`config.mk`:
```
export PLATFORM = sky130hd
export DESIGN_NAME = axi_axis_reader
export DESIGN_NICKNAME = d
export VERILOG_FILES = /design/src/rtl/axi_axis_reader.sv
export SDC_FILE = /design/constraint.sdc
export NUM_CORES = 1
export LEC_CHECK = 0
export ABC_AREA = 1
export CORE_MARGIN = 2
export CORE_UTILIZATION = 59
export CTS_CLUSTER_SIZE = 10
export DETAILED_ROUTE_END_ITERATION = 6
export MAX_ROUTING_LAYER = met4
export PLACE_DENSITY_LB_ADDON = 0.12
export SYNTH_ARGS = -nofsm -noshare
export SYNTH_HDL_FRONTEND = slang
export SYNTH_SLANG_ARGS = --single-unit
export TNS_END_PERCENT = 30
```
`constraint.sdc`:
```
create_clock -name aclk -period 3.5 [get_ports aclk]
set_input_delay 0.7 -clock aclk [delete_from_list [all_inputs] [get_ports aclk]]
set_output_delay 0.7 -clock aclk [all_outputs]
set_load 0.1 [all_outputs]
```
`src/rtl/axi_axis_reader.sv`:
```
// AXI4-Lite slave that buffers an AXI4-Stream into a FIFO and lets software
// pop it one word at a time through DATA, with fill level and flags in STATUS.
module axi_axis_reader #(
    parameter int AXI_DATA_WIDTH  = 32,
    parameter int AXI_ADDR_WIDTH  = 32,
    parameter int FIFO_DEPTH_LOG2 = 4
) (
    input  logic                      aclk,
    input  logic                      areset,

    input  logic [AXI_ADDR_WIDTH-1:0] s_axi_awaddr,
    input  logic                      s_axi_awvalid,
    output logic                      s_axi_awready,
    input  logic [AXI_DATA_WIDTH-1:0] s_axi_wdata,
    input  logic                      s_axi_wvalid,
    output logic                      s_axi_wready,
    output logic [1:0]                s_axi_bresp,
    output logic                      s_axi_bvalid,
    input  logic                      s_axi_bready,

    input  logic [AXI_ADDR_WIDTH-1:0] s_axi_araddr,
    input  logic                      s_axi_arvalid,
    output logic                      s_axi_arready,
    output logic [AXI_DATA_WIDTH-1:0] s_axi_rdata,
    output logic [1:0]                s_axi_rresp,
    output logic                      s_axi_rvalid,
    input  logic                      s_axi_rready,

    input  logic [AXI_DATA_WIDTH-1:0] s_axis_tdata,
    input  logic                      s_axis_tvalid,
    output logic                      s_axis_tready
);

    localparam int DEPTH = 1 << FIFO_DEPTH_LOG2;
    localparam logic [FIFO_DEPTH_LOG2:0] FULL_COUNT = (FIFO_DEPTH_LOG2 + 1)'(DEPTH);

    typedef enum logic {
        R_IDLE,
        R_RESP
    } read_state_t;

    read_state_t read_state;

    logic [AXI_DATA_WIDTH-1:0] fifo_mem [DEPTH];
    logic [FIFO_DEPTH_LOG2-1:0] wr_ptr;
    logic [FIFO_DEPTH_LOG2-1:0] rd_ptr;
    logic [FIFO_DEPTH_LOG2:0]   count;

    logic full;
    logic empty;
    logic push;
    logic pop;
    logic ar_fire;
    logic underflow;
    logic underflow_set;
    logic underflow_clr;
    logic [AXI_DATA_WIDTH-1:0] status_word;

    logic aw_latched;
    logic aw_bit2_q;
    logic w_latched;
    logic w_bit24_q;
    logic aw_fire;
    logic w_fire;
    logic wr_addr_bit2;
    logic wr_data_bit24;
    logic wr_exec;
    logic bvalid_q;

    logic unused_bits;

    assign full          = (count == FULL_COUNT);
    assign empty         = (count == '0);
    assign s_axis_tready = !full;
    assign push          = s_axis_tvalid && !full;

    assign s_axi_arready = (read_state == R_IDLE);
    assign s_axi_rvalid  = (read_state == R_RESP);
    assign s_axi_rresp   = 2'b00;
    assign ar_fire       = s_axi_arvalid && (read_state == R_IDLE);
    assign pop           = ar_fire && !s_axi_araddr[2] && !empty;
    assign underflow_set = ar_fire && !s_axi_araddr[2] && empty;

    assign status_word = {7'd0, underflow, 6'd0, full, empty, 16'(count)};

    // Address and data of the executing write come from the latch if it was
    // captured earlier, otherwise straight from the channel in this cycle.
    assign s_axi_awready = !aw_latched && !bvalid_q;
    assign s_axi_wready  = !w_latched && !bvalid_q;
    assign s_axi_bvalid  = bvalid_q;
    assign s_axi_bresp   = 2'b00;
    assign aw_fire       = s_axi_awvalid && s_axi_awready;
    assign w_fire        = s_axi_wvalid && s_axi_wready;
    assign wr_addr_bit2  = aw_latched ? aw_bit2_q : s_axi_awaddr[2];
    assign wr_data_bit24 = w_latched ? w_bit24_q : s_axi_wdata[24];
    assign wr_exec       = (aw_latched || aw_fire) && (w_latched || w_fire);
    assign underflow_clr = wr_exec && wr_addr_bit2 && wr_data_bit24;

    assign unused_bits = ^{s_axi_awaddr[AXI_ADDR_WIDTH-1:3], s_axi_awaddr[1:0],
                           s_axi_araddr[AXI_ADDR_WIDTH-1:3], s_axi_araddr[1:0],
                           s_axi_wdata[AXI_DATA_WIDTH-1:25], s_axi_wdata[23:0]};

    always_ff @(posedge aclk) begin
        if (push) begin
            fifo_mem[wr_ptr] <= s_axis_tdata;
        end
    end

    always_ff @(posedge aclk) begin
        if (areset) begin
            wr_ptr <= '0;
            rd_ptr <= '0;
            count  <= '0;
        end else begin
            if (push) begin
                wr_ptr <= wr_ptr + 1'b1;
            end
            if (pop) begin
                rd_ptr <= rd_ptr + 1'b1;
            end
            if (push && !pop) begin
                count <= count + 1'b1;
            end else if (pop && !push) begin
                count <= count - 1'b1;
            end
        end
    end

    // Read data is captured at the AR handshake and held until rready.
    always_ff @(posedge aclk) begin
        if (areset) begin
            read_state  <= R_IDLE;
            s_axi_rdata <= '0;
        end else begin
            case (read_state)
                R_IDLE: begin
                    if (s_axi_arvalid) begin
                        read_state <= R_RESP;
                        if (s_axi_araddr[2]) begin
                            s_axi_rdata <= status_word;
                        end else if (empty) begin
                            s_axi_rdata <= '0;
                        end else begin
                            s_axi_rdata <= fifo_mem[rd_ptr];
                        end
                    end
                end
                R_RESP: begin
                    if (s_axi_rready) begin
                        read_state <= R_IDLE;
                    end
                end
                default: read_state <= R_IDLE;
            endcase
        end
    end

    // A set from an empty DATA read outranks a clear arriving in the same cycle.
    always_ff @(posedge aclk) begin
        if (areset) begin
            underflow <= 1'b0;
        end else if (underflow_set) begin
            underflow <= 1'b1;
        end else if (underflow_clr) begin
            underflow <= 1'b0;
        end
    end

    always_ff @(posedge aclk) begin
        if (areset) begin
            aw_latched <= 1'b0;
            aw_bit2_q  <= 1'b0;
            w_latched  <= 1'b0;
            w_bit24_q  <= 1'b0;
            bvalid_q   <= 1'b0;
        end else begin
            if (bvalid_q && s_axi_bready) begin
                bvalid_q <= 1'b0;
            end
            if (wr_exec) begin
                bvalid_q   <= 1'b1;
                aw_latched <= 1'b0;
                w_latched  <= 1'b0;
            end else begin
                if (aw_fire) begin
                    aw_latched <= 1'b1;
                    aw_bit2_q  <= s_axi_awaddr[2];
                end
                if (w_fire) begin
                    w_latched <= 1'b1;
                    w_bit24_q <= s_axi_wdata[24];
                end
            end
        end
    end

endmodule

```
Yosys cells after proc, flatten, opt, wreduce, memory -nomap -nowiden
Memories as Yosys holds them, arrays and structs flattened. A register that Yosys moved wholly into a read port is not among the register bits.
Index checks and enable logic that the tools add are counted.
{ "totals": {"memories": 1, "mem_bits_ro": 0, "inputBits": 136, "wordCells": 69, "ram_bits": 512, "latch_bits": 0, "register_bits": 52} }
{ "op_classes": {"n_eq_ne": 1, "n_bitwise": 2, "addsub": 4, "n_mul": 0, "n_shift": 0, "n_mux": 17, "n_lt_le_gt_ge": 0, "div_mod_pow": 0, "reduce_logical": 33} }
{ "mem_list": {"columns": ["name", "words", "word_bits", "read_ports", "rd_clocked_by_memory_dff", "write_ports", "line", "source"], "rows": [
  ["fifo_mem", 16, 32, 1, 1, 1, "44", "logic [AXI_DATA_WIDTH-1:0] fifo_mem [DEPTH];"]
]} }
{ "ops": {"columns": ["op", "n"], "rows": [
  ["$mux 32", 2],
  ["$logic_and 1x1->1", 15],
  ["$mux 1", 10],
  ["$mux 5", 2],
  ["$add 4x1->4 const B", 2],
  ["$logic_not 1->1", 8],
  ["$mux 4", 2],
  ["$reduce_and 2->1", 3],
  ["$reduce_bool 2->1", 3],
  ["$add 5x1->5 const B", 1],
  ["$eq 5x5->1 const B", 1],
  ["$logic_not 5->1", 1],
  ["$sub 5x1->5 const B", 1],
  ["$logic_or 1x1->1", 2],
  ["$not 1->1", 2],
  ["$pmux 1 s2", 1],
  ["$reduce_or 2->1", 1]
]} }

Logic depth before layout (Yosys ltp)
{ "depth": {"depth_word": 9, "mapped_depth": 16, "ltp_nobuf": 16} }

Worst setup path after synthesis
No wires, ideal clock.
{ "synth_timing": {"path_kind": "reg-to-reg", "start": "register count[1]", "end": "memory fifo_mem[11][0] (enable)", "stages_incl_launch_ff": 9, "setup_time_ps": 421, "path_slack_ps": -137, "path_buffers": 0, "arrival_time_ps": 3216, "path_cell_list": "dfxtp_1 > nor2_1 > nand3_1 > inv_1 > nand2_1 > nand2_1 > inv_1 > nand3_1 > nor2_1"} }
{ "synth_via": {"elab_chain_cells": 5} }
{ "synth_rtl": {"columns": ["item", "line", "source"], "rows": [
  ["start, declared", "47", "logic [FIFO_DEPTH_LOG2:0] count;"],
  ["start signal, assigned", "122", "count <= count + 1'b1;"],
  ["start signal, assigned", "124", "count <= count - 1'b1;"],
  ["$eq 5x5->1", "72", "assign full = (count == FULL_COUNT);"],
  ["$logic_not 1->1", null, null],
  ["via s_axis_tready", "31", "output logic s_axis_tready"],
  ["$logic_and 1x1->1", "75", "assign push = s_axis_tvalid && !full;"],
  ["via push", "51", "logic push;"],
  ["$mux 1", "104", "if (push) begin"],
  ["$mux 1 (not written as such)", "105", "fifo_mem[wr_ptr] <= s_axis_tdata;"],
  ["end, declared", "44", null]
]} }
The timed path passes the listed nets, and every way through them passes these cells.

Final worst setup path
{ "layout_timing": {"start": "register read_state, in the netlist s_axi_rvalid", "end": "output port s_axi_arready"} }
{ "layout_via": {"elab_chain_cells": 1} }
{ "layout_rtl": {"columns": ["item", "line", "source"], "rows": [
  ["start, declared", "42", "read_state_t read_state;"],
  ["start signal, assigned", "132", "read_state <= R_IDLE;"],
  ["start signal, assigned", "138", "read_state <= R_RESP;"],
  ["start signal, assigned", "150", "read_state <= R_IDLE;"],
  ["$not 1->1", null, null],
  ["end, declared", "23", "output logic s_axi_arready,"]
]} }
Every way passes these cells.

==> out/results.ini <==
[status]
status = completed

[detailed_routing]
wl_per_cell_um = 18.8
drc_errors = 0
dr.pass1.iters = 5
routed_wl_mm = 57.4
vias = 16541
antenna_left = 0
via_per_inst = 5.43
drtIter0Drc = 1745

[sta]
max_freq_mhz = 356
worst_slew_pin_slew_ns = 1.06
period_share_pct = 80.2
fin_skew_ns = 0.0150
slew_violations = 0
layout_min_cycle_time_ns = 2.81
setup-tns-final_ns = 0
setup-violations-final = 0
rsz0062_at_grt = no
max_slew_margin_pct = 29.5
finalWorstSetupSlack_ns = 0.693
timing.hold.ws_ns = 0.465
hold_viol = 0

[logic_synthesis]
ys_seq_area_share_pct = 67.5
syn_inst = 2387
synthDistinctLibCells = 28
synth_top_cell_by_area = edfxtp_1
synth_seq_cells = 568
syn_area_um2 = 24400
synth_warnings = 0
synth_top_cells_by_area = edfxtp_1, nand2_1, nand3_1
syn_avg_cell_area_um2 = 10.2
synth_top_area_share_pct = 62.9

[clock_tree]
cts-root-buf = clkbuf_16
ctsResizeCount = 0
cts_hold_buf = 0
cts_tree = yes
post_cts_buffers = 0
numClockSinks = 568
clock_latency_ns = 0.57
clock_path_buffers = 3
cts_buffers = 67
htreeDepth = 3
clkTransAtPathRegs_ns = 0.05

[power]
power_leakage_nw = 11.6
power_mw = 16.8
p_per_area_nw_per_um2 = 607
vdd_drop_max_v = 0.000465

[final_layout]
final_cell_mix = nand2_1, edfxtp_1, inv_1, nand3_1, clkdlybuf4s50_1
areaGrowthSynthToFinish_pct = 13.2
post-route-util_pct = 67.8
layout_commonest_cell = nand2_1
final_area_um2 = 27700
drive_gt1_share_pct = 6.92
fin_cells = 3049
fin_nets = 2617

[global_route]
grt_first_pass_wirelength_mm = 88.6
grt_overflow_total = 0
antenna_found_initial = 1
grt_use_total_pct = 27.6
grt_pass1_vias = 16000
grt_max_degree = 129

[place]
portBuffers = 80
dpl-instance-area_um2 = 25800
dp.cells = 2934
hpwl_mm = 31.2
gp_congestion = 0.829
place_ws_ns = 0.424

[worst_setup_path]
endpoint_kind = primary output
crit_chain = inv_1 > clkdlybuf4s50_1
critPathArrivalTime_ns = 2.11
critical-path-slowest-cell = clkdlybuf4s50_1
critPathRequiredTime_ns = 2.80
path_class = reg -> out
critPathMaxFanout = 3
start_kind = register
critPathMaxStageDelay_ns = 1.14

[die]
dieArea_um2 = 43100
die_w_um = 208
coreArea_um2 = 40800
dieHeight_um = 208
io_pins = 178
row_count = 74
initial_core_util_pct = 59.8

[run]
max_cap_violations = 0

[hold_path]
hold_path_class = reg -> reg

cells in the mapped netlist:
cell      count
nor2_1       27
o21ai_0      20
buf_12        1
inv_2         2
a21oi_1      42
xor2_1        4
xnor2_1       1
a22o_1        1
nand2_2       1
o21a_1        1
inv_1       412
nor2_2        1
buf_6        31
buf_1         9
fa_1          1
inv_4         1
nand4_1       2
conb_1        1
ha_1          9
edfxtp_1    512
a31oi_1       1
buf_4         4
nand2_1     764
dfxtp_1      56
buf_2        59
nand3_1     393
clkbuf_1     19
a21oi_2      12
state kept, by name, summed over array words and instances, names as in the netlist, named ones only:
register / flops
fifo_mem: 512
s_axi_bvalid: 1
wr_ptr: 4
count: 5
underflow: 1
aw_latched: 1
w_latched: 1
aw_bit2_q: 1
s_axi_rvalid: 1
s_axi_rdata: 32
w_bit24_q: 1
rd_ptr: 4
report_power, final:
part	total (mW)	internal [mW]	leakage [nW]	switching, mW
combinational	2.84	0.779	5.56	2.06
sequential	7.79	7.65	5.08	0.138
clock	6.17	3.65	0.913	2.52
total	16.8	12.1	11.6	4.72
routing by layer:
metal / vias to the layer above / routed length, um / GRT usage [%]
li1: 7861 / - / -
met1: 7887 / 23600 / 35.9
met2: 673 / 27500 / 43.3
met3: 120 / 4440 / 4.60
met4: 0 / 1890 / 11.7
met5: - / 0 / -
worst max-delay path, delay by kind of cell, from the launching register on:
family / cells / cell delay (ns)
DFF: 1 / 0.30
buffers and inverters: 2 / 1.23
final timing paths:
check	endpoint	depth (start not counted)	slack, ns	start
worst max-delay path	s_axi_arready	2	0.69	s_axi_rvalid
worst min-delay path	s_axi_rdata[26]	2	0.46	s_axi_rdata[26]
worst max register to register	count[4]	15	0.73	count[1]
worst min register to register	s_axi_rdata[26]	2	0.46	s_axi_rdata[26]
final cells by class:
| type | count | area (um2) |
|---|---|---|
| diodes | 1 | 2.50 |
| clock buffers | 111 | 1880 |
| clock inverters | 3 | 26.3 |
| fillers | 2979 | 13200 |
| inverters | 415 | 1570 |
| multi-input cells | 1284 | 5710 |
| flip-flops and latches | 568 | 16500 |
| well taps | 532 | 666 |
| repair buffers | 135 | 1300 |
cell families after synthesis:
logic type | Yosys count | synth area share (%)
XOR/XNOR | 5 | 0.179
flip-flops | 568 | 67.5
AND/OR/NAND/NOR | 1188 | 20.3
AO/OA/AOI/OAI | 77 | 1.79
buffers and inverters | 538 | 9.66
other | 1 | 0.0153
adder cells (fa/ha/maj) | 10 | 0.543
No activity file was read; power rests on OpenSTA's default activity.
